`config.mk`:
```
export PLATFORM = sky130hd
export DESIGN_NAME = fetch_sequencer_flat
export DESIGN_NICKNAME = d
export VERILOG_FILES = /design/src/rtl/fetch_sequencer_pkg.sv /design/src/rtl/fetch_sequencer_if.sv /design/src/rtl/fetch_timeout_ctr.sv /design/src/rtl/fetch_sequencer.sv /design/src/flat_wrapper.sv
export SDC_FILE = /design/constraint.sdc
export NUM_CORES = 1
export LEC_CHECK = 0
export ABC_AREA = 1
export CAP_MARGIN = 20
export CORE_ASPECT_RATIO = 1.25
export CORE_MARGIN = 4
export CORE_UTILIZATION = 32
export DETAILED_ROUTE_END_ITERATION = 7
export PLACE_DENSITY_LB_ADDON = 0.08
export SYNTH_ARGS = -nofsm -noshare
export SYNTH_HDL_FRONTEND = slang
export SYNTH_HIERARCHICAL = 1
export SYNTH_SLANG_ARGS = --single-unit
export TNS_END_PERCENT = 30
```
`constraint.sdc`:
```
create_clock -name clk -period 1.35 [get_ports clk]
set_input_delay 0.405 -clock clk [delete_from_list [all_inputs] [get_ports clk]]
set_output_delay 0.405 -clock clk [all_outputs]
set_load 0.01 [all_outputs]
```
`src/rtl/fetch_sequencer_pkg.sv`:
```
// Shared types and sizing for the instruction-fetch sequencer.
// Latency: n/a (definitions only); backpressure: n/a.
package fetch_sequencer_pkg;

    typedef enum logic [2:0] {
        IDLE,
        FETCH,
        ISSUE,
        HALT,
        FAULT
    } state_e;

    localparam int PC_ADDR_W    = 12;
    localparam int MAX_WAIT_DEF = 15;

    function automatic int cnt_width(input int max_wait);
        return $clog2(max_wait + 1);
    endfunction

    localparam int CNT_W = cnt_width(MAX_WAIT_DEF);

endpackage

```
`src/rtl/fetch_sequencer_if.sv`:
```
// Bundles PC control, imem req/ack and decode valid/ready signals of the sequencer.
// Latency: n/a (wiring only); backpressure: carried by imem_ack and ir_ready.
interface fetch_sequencer_if #(
    parameter int N       = 17,
    parameter int INSTR_W = 17
);
    import fetch_sequencer_pkg::*;

    logic                 start;
    logic                 halt_req;
    logic [PC_ADDR_W-1:0] pc_value;
    logic                 pc_write_en;
    logic                 pc_inc_en;
    logic                 pc_clr_en;
    logic [N-1:0]         pc_datain;
    logic                 imem_req;
    logic [PC_ADDR_W-1:0] imem_addr;
    logic                 imem_ack;
    logic [INSTR_W-1:0]   imem_rdata;
    logic [INSTR_W-1:0]   ir_out;
    logic                 ir_valid;
    logic                 ir_ready;
    logic                 branch_valid;
    logic [N-1:0]         branch_target;
    logic                 busy;
    logic                 fault;

    modport master (
        input  start, halt_req, pc_value, imem_ack, imem_rdata,
               ir_ready, branch_valid, branch_target,
        output pc_write_en, pc_inc_en, pc_clr_en, pc_datain,
               imem_req, imem_addr, ir_out, ir_valid, busy, fault
    );

    modport slave (
        output start, halt_req, pc_value, imem_ack, imem_rdata,
               ir_ready, branch_valid, branch_target,
        input  pc_write_en, pc_inc_en, pc_clr_en, pc_datain,
               imem_req, imem_addr, ir_out, ir_valid, busy, fault
    );

endinterface

```
`src/rtl/fetch_timeout_ctr.sv`:
```
// Saturating fetch-wait counter; expired is high during the MAX_WAIT-th enabled cycle.
// Latency: expired is combinational from the count; backpressure: none.
module fetch_timeout_ctr
    import fetch_sequencer_pkg::*;
#(
    parameter int MAX_WAIT = MAX_WAIT_DEF
) (
    input  logic clk,
    input  logic rst_n,
    input  logic clr,
    input  logic en,
    output logic expired
);
    localparam int CW = cnt_width(MAX_WAIT);

    logic [CW-1:0] cnt_q, cnt_d;

    always_comb begin
        cnt_d = cnt_q;
        if (clr) begin
            cnt_d = '0;
        end else if (en && (cnt_q != CW'(MAX_WAIT))) begin
            cnt_d = cnt_q + CW'(1);
        end
    end

    always_ff @(posedge clk or negedge rst_n) begin
        if (!rst_n) begin
            cnt_q <= '0;
        end else begin
            cnt_q <= cnt_d;
        end
    end

    // cnt_q holds the number of already-completed wait cycles
    assign expired = en && (cnt_q == CW'(MAX_WAIT - 1));

endmodule

```
`src/rtl/fetch_sequencer.sv`:
```
// Fetch controller: owns PC controls, fetches over req/ack, issues to decode over valid/ready.
// Latency: ack -> ir_valid one cycle; backpressure: ir_ready=0 holds ISSUE, missing ack faults after MAX_WAIT.
module fetch_sequencer
    import fetch_sequencer_pkg::*;
#(
    parameter int N        = 17,
    parameter int INSTR_W  = 17,
    parameter int MAX_WAIT = MAX_WAIT_DEF
) (
    input  logic              clk,
    input  logic              rst_n,
    fetch_sequencer_if.master bus
);
    state_e             state_q, state_d;
    logic               halt_q, halt_d;
    logic [INSTR_W-1:0] ir_q, ir_d;
    logic               imem_req_q, imem_req_d;
    logic               ir_valid_q, ir_valid_d;
    logic               busy_q, busy_d;
    logic               fault_q, fault_d;

    logic               pc_write, pc_inc, pc_clr;
    logic [N-1:0]       pc_datain;
    logic               in_fetch;
    logic               expired;

    assign in_fetch = (state_q == FETCH);

    fetch_timeout_ctr #(
        .MAX_WAIT (MAX_WAIT)
    ) u_timeout (
        .clk     (clk),
        .rst_n   (rst_n),
        .clr     (!in_fetch || bus.imem_ack),
        .en      (in_fetch && !bus.imem_ack),
        .expired (expired)
    );

    always_comb begin
        state_d   = state_q;
        halt_d    = halt_q;
        ir_d      = ir_q;
        pc_write  = 1'b0;
        pc_inc    = 1'b0;
        pc_clr    = 1'b0;
        pc_datain = '0;

        if (bus.halt_req && (state_q != IDLE) && (state_q != FAULT)) begin
            halt_d = 1'b1;
        end

        case (state_q)
            IDLE: begin
                if (bus.start) begin
                    pc_clr  = 1'b1;
                    state_d = FETCH;
                end
            end
            FETCH: begin
                // an ack in the final permitted cycle still wins over the timeout
                if (bus.imem_ack) begin
                    ir_d    = bus.imem_rdata;
                    pc_inc  = 1'b1;
                    state_d = ISSUE;
                end else if (expired) begin
                    state_d = FAULT;
                end
            end
            ISSUE: begin
                if (bus.branch_valid) begin
                    pc_write  = 1'b1;
                    pc_datain = bus.branch_target;
                    state_d   = halt_q ? HALT : FETCH;
                end else if (bus.ir_ready) begin
                    state_d   = halt_q ? HALT : FETCH;
                end
            end
            HALT: begin
                if (bus.start) begin
                    state_d = FETCH;
                end
            end
            FAULT: begin
                state_d = FAULT;
            end
            default: begin
                state_d = IDLE;
            end
        endcase

        if ((state_d == HALT) && (state_q != HALT)) begin
            halt_d = 1'b0;
        end

        imem_req_d = (state_d == FETCH);
        ir_valid_d = (state_d == ISSUE);
        busy_d     = (state_d == FETCH) || (state_d == ISSUE);
        fault_d    = (state_d == FAULT);
    end

    always_ff @(posedge clk or negedge rst_n) begin
        if (!rst_n) begin
            state_q    <= IDLE;
            halt_q     <= 1'b0;
            ir_q       <= '0;
            imem_req_q <= 1'b0;
            ir_valid_q <= 1'b0;
            busy_q     <= 1'b0;
            fault_q    <= 1'b0;
        end else begin
            state_q    <= state_d;
            halt_q     <= halt_d;
            ir_q       <= ir_d;
            imem_req_q <= imem_req_d;
            ir_valid_q <= ir_valid_d;
            busy_q     <= busy_d;
            fault_q    <= fault_d;
        end
    end

    // PC strobes are combinational; gating with rst_n keeps them low while reset is held
    assign bus.pc_write_en = rst_n && pc_write;
    assign bus.pc_inc_en   = rst_n && pc_inc;
    assign bus.pc_clr_en   = rst_n && pc_clr;
    assign bus.pc_datain   = rst_n ? pc_datain : '0;
    assign bus.imem_addr   = in_fetch ? bus.pc_value : '0;

    assign bus.imem_req    = imem_req_q;
    assign bus.ir_out      = ir_q;
    assign bus.ir_valid    = ir_valid_q;
    assign bus.busy        = busy_q;
    assign bus.fault       = fault_q;

endmodule

```
`src/flat_wrapper.sv`:
```
// flat-port wrapper written by rule: the top's interface ports become plain ports
module fetch_sequencer_flat import fetch_sequencer_pkg::*;
#(
    parameter int N        = 17,
    parameter int INSTR_W  = 17,
    parameter int MAX_WAIT = MAX_WAIT_DEF
)
  (clk, rst_n, bus_start, bus_halt_req, bus_pc_value, bus_imem_ack, bus_imem_rdata, bus_ir_ready, bus_branch_valid, bus_branch_target, bus_pc_write_en, bus_pc_inc_en, bus_pc_clr_en, bus_pc_datain, bus_imem_req, bus_imem_addr, bus_ir_out, bus_ir_valid, bus_busy, bus_fault);
  fetch_sequencer_if #(.N(N), .INSTR_W(INSTR_W)) bus_i ();
  input  logic clk;
  input  logic rst_n;
  input wire logic [$bits(bus_i.start)-1:0] bus_start;
  input wire logic [$bits(bus_i.halt_req)-1:0] bus_halt_req;
  input wire logic [$bits(bus_i.pc_value)-1:0] bus_pc_value;
  input wire logic [$bits(bus_i.imem_ack)-1:0] bus_imem_ack;
  input wire logic [$bits(bus_i.imem_rdata)-1:0] bus_imem_rdata;
  input wire logic [$bits(bus_i.ir_ready)-1:0] bus_ir_ready;
  input wire logic [$bits(bus_i.branch_valid)-1:0] bus_branch_valid;
  input wire logic [$bits(bus_i.branch_target)-1:0] bus_branch_target;
  output wire logic [$bits(bus_i.pc_write_en)-1:0] bus_pc_write_en;
  output wire logic [$bits(bus_i.pc_inc_en)-1:0] bus_pc_inc_en;
  output wire logic [$bits(bus_i.pc_clr_en)-1:0] bus_pc_clr_en;
  output wire logic [$bits(bus_i.pc_datain)-1:0] bus_pc_datain;
  output wire logic [$bits(bus_i.imem_req)-1:0] bus_imem_req;
  output wire logic [$bits(bus_i.imem_addr)-1:0] bus_imem_addr;
  output wire logic [$bits(bus_i.ir_out)-1:0] bus_ir_out;
  output wire logic [$bits(bus_i.ir_valid)-1:0] bus_ir_valid;
  output wire logic [$bits(bus_i.busy)-1:0] bus_busy;
  output wire logic [$bits(bus_i.fault)-1:0] bus_fault;
  assign bus_i.start = bus_start;
  assign bus_i.halt_req = bus_halt_req;
  assign bus_i.pc_value = bus_pc_value;
  assign bus_i.imem_ack = bus_imem_ack;
  assign bus_i.imem_rdata = bus_imem_rdata;
  assign bus_i.ir_ready = bus_ir_ready;
  assign bus_i.branch_valid = bus_branch_valid;
  assign bus_i.branch_target = bus_branch_target;
  assign bus_pc_write_en = bus_i.pc_write_en;
  assign bus_pc_inc_en = bus_i.pc_inc_en;
  assign bus_pc_clr_en = bus_i.pc_clr_en;
  assign bus_pc_datain = bus_i.pc_datain;
  assign bus_imem_req = bus_i.imem_req;
  assign bus_imem_addr = bus_i.imem_addr;
  assign bus_ir_out = bus_i.ir_out;
  assign bus_ir_valid = bus_i.ir_valid;
  assign bus_busy = bus_i.busy;
  assign bus_fault = bus_i.fault;
  fetch_sequencer #(.N(N), .INSTR_W(INSTR_W), .MAX_WAIT(MAX_WAIT)) u_core (.clk(clk), .rst_n(rst_n), .bus(bus_i));
endmodule
```
==> results of run 1 <==
==> metal layers <==
metal  vias up  global-route usage (%)
met5         -                       0
met4         0                    6.84
met3        10                    3.60
met2        89                    28.1
met1       856                    20.4
li1        958                       -
==> sequential cells by signal, indices dropped and copies added (netlist names) <==
signal and cells:
u_core/state_q 3, u_core/bus.fault 1, u_core/bus.busy 1, u_core/bus.imem_req 1, u_core/u_timeout/cnt_q 4, u_core/halt_q 1
u_core/bus.ir_out 17, u_core/bus.ir_valid 1
==> timing repair <==
action	CTS	global route
resized for setup	156	88
pin swaps	4	5
cloned	2	1
setup buffers	10	7
setup endpoints to repair	81	71
==> power groups by stage <==
| stage | combinational (mW) | clock, mW | sequential (mW) |
|---|---|---|---|
| finish | 0.217 | 0.660 | 0.870 |
| global route | 0.236 | 0.726 | 0.869 |
| CTS | 0.206 | 0.685 | 0.869 |
| detailed placement | 0.207 | 0 | 0.885 |
| global placement | 0.206 | 0 | 0.885 |
| floorplan | 0.0239 | 0 | 0.885 |
==> logic make-up after synthesis <==
group / after synthesis / synth area share (%)
fa+ha+maj: 2 / 1.59
buf+inv: 57 / 14.9
compound gates: 5 / 1.59
flops: 29 / 46.1
simple gates: 135 / 35.3
xor+xnor: 1 / 0.557
==> cells in the final DEF, fill, tap and decap left out, drive strengths merged, types with 3 or more instances in the layout <==
cell type      count
clkdlybuf4s15     18
dfrtp             29
o21ai              3
nand2             77
nor2              41
dlygate4sd2        6
buf               73
clkdlybuf4s50     49
clkbuf             9
nand3             14
inv               52
==> how the worst max path moves through the flow <==
stage	to	slack, ns	from	cells after the start
after floorplan	bus_pc_datain[10]	-0.11	u_core/state_q[0]	6
after global placement	bus_pc_datain[5]	-1.01	rst_n	4
after detailed placement	bus_pc_datain[1]	-1.03	rst_n	4
after CTS	bus_pc_datain[4]	-0.55	u_core/state_q[0]	7
after global routing	bus_pc_datain[10]	-0.65	u_core/state_q[0]	8
final	bus_pc_datain[10]	-0.57	u_core/state_q[1]	7
==> cell type report <==
| cell class | count | area (um2) |
|---|---|---|
| Tap cell | 60 | 75.1 |
| Inverter | 52 | 210 |
| Timing Repair Buffer | 147 | 1360 |
| Multi-Input combinational cell | 143 | 808 |
| Sequential cell | 29 | 726 |
| Clock buffer | 8 | 80.1 |
| Fill cell | 398 | 1510 |
==> flow_metrics.tcl, run 1 <==
set metrics [dict create \
    worst_pin_slew_ns 0.288 \
    yosysSeqAreaShare_pct 46.1 \
    synthCells 229 \
    htree_num_levels 2 \
    drt_iter0_markers 16 \
    ys_types 19 \
    fin_cells 439 \
    power_density_nw_per_um2 536 \
    yosysTopAreaCellShare_pct 46.1 \
    switchingPower_uw 368 \
    rsz0062_at_grt "true" \
    top_layer "met4" \
    placed_area_um2 2900 \
    slowest_delay_ns 0.46 \
    fin_crit_sh_pct 143 \
    path_delay_family "flip-flops" \
    fin_tns_setup_ns -18.08 \
    ys.flop_type "dfrtp_1" \
    r2r_cells 15 \
    final_antenna_net_count 0 \
    grt_pass1_wl_um 8040 \
    async_flop_share_pct 100 \
    fin_area_um2 3260 \
    yosysMostFrequentCell "nand2_1" \
    std_cell_rows 28 \
    clkTransAtPathRegs_ns 0.06 \
    postLayoutCoreUtil_pct 68.3 \
    critPathArrivalTime_ns 1.52 \
    finalSetupViolCount 44 \
    syn-num-nets 284 \
    ys_ff_latch 29 \
    initial_core_util_pct 33.0 \
    max_freq_mhz 520 \
    hold_path.class "in -> async" \
    grt_pass1_vias 1736 \
    switching_share_pct 21.1 \
    p_leak_nw 1.83 \
    wl_per_cell_um 12.6 \
    p_int_mw 1.38 \
    final-hold-violation-count 0 \
    port_buffers 105 \
    path_class "reg -> out" \
    relSlewSlack_pct 80.8 \
    clock_sinks 29 \
    clk_latency_ns 0.27 \
    dr_wl_met2_um 2700 \
    drt_first_pass_iters 4 \
    required_ns 0.95 \
    seqPwrFrac_pct 49.8 \
    root_buffer "clkbuf_8" \
    hpwl_um 3760 \
    drc 0 \
    dpl_worst_slack_ns -1.03 \
    layout_setup_ws_ns -0.574 \
    path_buf_inv 4 \
    place_congestion 0.836 \
    drt-total-wl_um 5520 \
    dp.cells 415 \
    synth_area_um2 1570 \
    ir_drop_mv 0.892 \
    power_frac_comb_pct 12.4 \
    synthTopCellsByArea "dfrtp_1 46%, nand2_1 18%, inv_1 12%, nor2_1 9.5%, nand3_1 3.2%" \
    dieHeight_um 86.4 \
    drive_above_1_share_pct 33.5 \
    fp.dieArea_um2 6110 \
    r2r_slack_ns -0.46 \
    ys_top_cells_by_count "76 x nand2_1, 49 x inv_1, 40 x nor2_1" \
    ioPinCount 106 \
    nets 433 \
    routed_via_density 4.36 \
    wl_met3_um 429 \
    drv_cap 0 \
    yosysWarnings 6 \
    slowest_stage "dfrtp_1" \
    power_frac_clock_pct 37.8 \
    critPathMaxFanout 4 \
    fin_crit_ns 1.92 \
    vias 1913 \
    slew_violations 0 \
    worst_r2r_endpoint "u_core/bus.busy" \
    cts_max_path_buffers 2 \
    timing.critical_path.mode_cell "nand3_4" \
    violations "setup timing" \
    grt_max_degree 23 \
    cts_tree "done" \
    rr_startpoint "u_core/state_q[2]" \
    yosysTopAreaCell "dfrtp_1" \
    synth.avg_cell_area_um2 6.87 \
    critPathCaptureType "output pin" \
    cts_hold_buf 0 \
    finalPower_mw 1.75 \
    n_antenna_cell 0 \
    path_cells "nand3_4, inv_4, nand3_4, buf_12, buf_16, nor2_4, buf_6" \
    die_w_um 70.7 \
    start_kind "register" \
    overflow 0 \
    antenna_found_initial 0 \
    area_growth_pct 107 \
    numCtsBuffers 5 \
    met1_length_um 2270 \
    coreArea_um2 4760 \
    fin_skew_ns 0.00299 \
    synth_edf_count 0 \
    hold-worst-slack_ns 0.337 \
    grtUsageTotal_pct 16.6 \
    status "finished with violations" \
]
Note: power is estimated with default switching activity, not from simulation.
==> run 2: changes to the inputs <==
==> constraint.sdc (replaced) <==
create_clock -name clk -period 1.35 [get_ports clk]
set_input_delay 0.405 -clock clk [delete_from_list [all_inputs] [get_ports clk]]
set_output_delay 0.405 -clock clk [all_outputs]
set_load 0.05 [all_outputs]
==> flow_metrics.tcl, run 2 (synthesized netlist as in run 1, its figures left out) <==
set metrics [dict create \
    numCtsBuffers 5 \
    nFillCells 309 \
    fin_cells 430 \
    status "finished with violations" \
    hpwl_um 4360 \
    power_density_nw_per_um2 458 \
    r2r_slack_ns -0.28 \
    initial_core_util_pct 33.0 \
    worstSetupStartpoint "u_core/state_q[0]" \
    fp.dieArea_um2 6110 \
    hold-worst-slack_ns 0.327 \
    final_antenna_net_count 0 \
    wl_per_cell_um 13.0 \
    worst_r2r_endpoint "u_core/bus.busy" \
    largest_reg_flops 17 \
    worst_pin_slew_ns 0.230 \
    root_buffer "clkbuf_8" \
    vias 1927 \
    final_cell_mix "74 x nand2_1, 56 x buf_12, 50 x clkdlybuf4s50_1, 46 x inv_1" \
    dpl_worst_slack_ns -0.626 \
    ir_drop_mv 0.921 \
    rsz0062_at_grt "true" \
    nets 424 \
    port_buffers 105 \
    antenna_found_initial 0 \
    grt_pass1_vias 1983 \
    htree_num_levels 2 \
    r2r_cells 12 \
    clk_latency_ns 0.27 \
    required_ns 0.95 \
    layout_setup_ws_ns -0.576 \
    clock_sinks 29 \
    finalSetupViolCount 60 \
    slew_violations 0 \
    seqPwrFrac_pct 49.1 \
    switchingPower_uw 394 \
    cts_tree "done" \
    power_frac_clock_pct 37.3 \
    fin_tns_setup_ns -20.22 \
    start_kind "register" \
    drive_above_1_share_pct 37.6 \
    final-hold-violation-count 0 \
    relSlewSlack_pct 84.6 \
    drt-total-wl_um 5610 \
    critPathCaptureType "output pin" \
    die_w_um 70.7 \
    p_int_mw 1.38 \
    grt_max_degree 18 \
    placed_area_um2 3610 \
    ioPinCount 106 \
    max_freq_mhz 519 \
    endpoint "bus_pc_datain[1]" \
    area_growth_pct 146 \
    power_frac_comb_pct 13.6 \
    n_antenna_cell 0 \
    drc 0 \
    violations "setup timing" \
    fin_area_um2 3870 \
    final_common_cell "nand2_1" \
    dieHeight_um 86.4 \
    hold_path.class "in -> async" \
    dp.cells 417 \
    std_cell_rows 28 \
    overflow 0 \
    clkTransAtPathRegs_ns 0.06 \
    switching_share_pct 22.3 \
    drt_iter0_markers 49 \
    fin_crit_ns 1.93 \
    slowest_stage "dfrtp_1" \
    drt_first_pass_iters 4 \
    cts_max_path_buffers 2 \
    routed_via_density 4.48 \
    fin_crit_sh_pct 143 \
    grt_pass1_wl_um 9290 \
    slowest_delay_ns 0.42 \
    drv_cap 0 \
    fin_skew_ns 0.00523 \
    coreArea_um2 4760 \
    grtUsageTotal_pct 19.0 \
    path_class "reg -> out" \
    p_leak_nw 1.92 \
    rr_startpoint "u_core/state_q[1]" \
    critPathArrivalTime_ns 1.52 \
    path_cells "inv_2, nand3_2, inv_2, nand3_4, buf_12, nor2_4, buf_12" \
    place_congestion 0.825 \
    critPathMaxFanout 7 \
]
==> run 2: cell types whose count changed in the layout (fill, tap and decap cells not counted), moves of 7 or more <==
cell	change
buf_12	+54
buf_2	-21
clkdlybuf4s15_1	-18
nor2_4	+15
buf_6	-13
nor2_2	-9
buf_4	-7
==> run 2: cell type report <==
type,count,area (um2),share of cell area (%)
clock inverters,2,10.0,0.259
multi-input cells,143,871,22.5
flip-flops and latches,29,726,18.8
clock buffers,6,72.6,1.88
repair buffers,138,1900,49.2
inverters,52,213,5.50
well taps,60,75.1,1.94
==> run 2: routing by layer <==
layer	part of all wire (%)	global-route usage [%]	wire, um
met3	9.6	6.03	537
met1	40	22.0	2230
met4	1.6	6.15	89
met5	0	0	0
met2	49	33.3	2750
==> run 2: worst max-delay path: cells and delay by family (launching register included) <==
family / cells / cell delay (ns)
flops: 1 / 0.42
buf+inv: 4 / 0.49
simple gates: 3 / 0.32
==> run 2: metrics by stage <==
| stage | total power, mW | utilization [%] |
|---|---|---|
| 2_1_floorplan | 0.928 | - |
| 3_3_place_gp | 1.11 | 75.8 |
| 3_5_place_dp | 1.12 | 75.8 |
| 4_1_cts | 1.80 | 80.0 |
| 5_1_grt | 1.86 | 81.2 |
| 6_report | 1.77 | 81.2 |
==> run 2: how the worst min path moves through the flow <==
stage / cells past startpoint / slack (ns) / end
floorplan: 0 / 0.11 / u_core/bus.busy
global placement: 2 / 0.51 / u_core/halt_q
detailed placement: 2 / 0.53 / u_core/bus.ir_out[14]
CTS: 3 / 0.33 / u_core/bus.ir_out[13]
global route: 3 / 0.35 / u_core/bus.ir_out[13]
finish: 3 / 0.33 / u_core/state_q[1]
==> run 2: what timing repair did <==
action / 4_1_cts / 5_1_grt
buffers inserted: 2 / 2
cloned: 1 / 0
pin swaps: 5 / 2
resized for setup: 21 / 10
hold buffers: 0 / 0
setup endpoints to repair: 60 / 60
==> run 2: power groups by stage <==
stage	Sequential, mW	Combinational, mW	Clock, mW
5_1_grt	0.868	0.259	0.732
6_report	0.869	0.241	0.661
4_1_cts	0.869	0.239	0.690
3_3_place_gp	0.885	0.227	0
2_1_floorplan	0.885	0.0423	0
3_5_place_dp	0.885	0.234	0
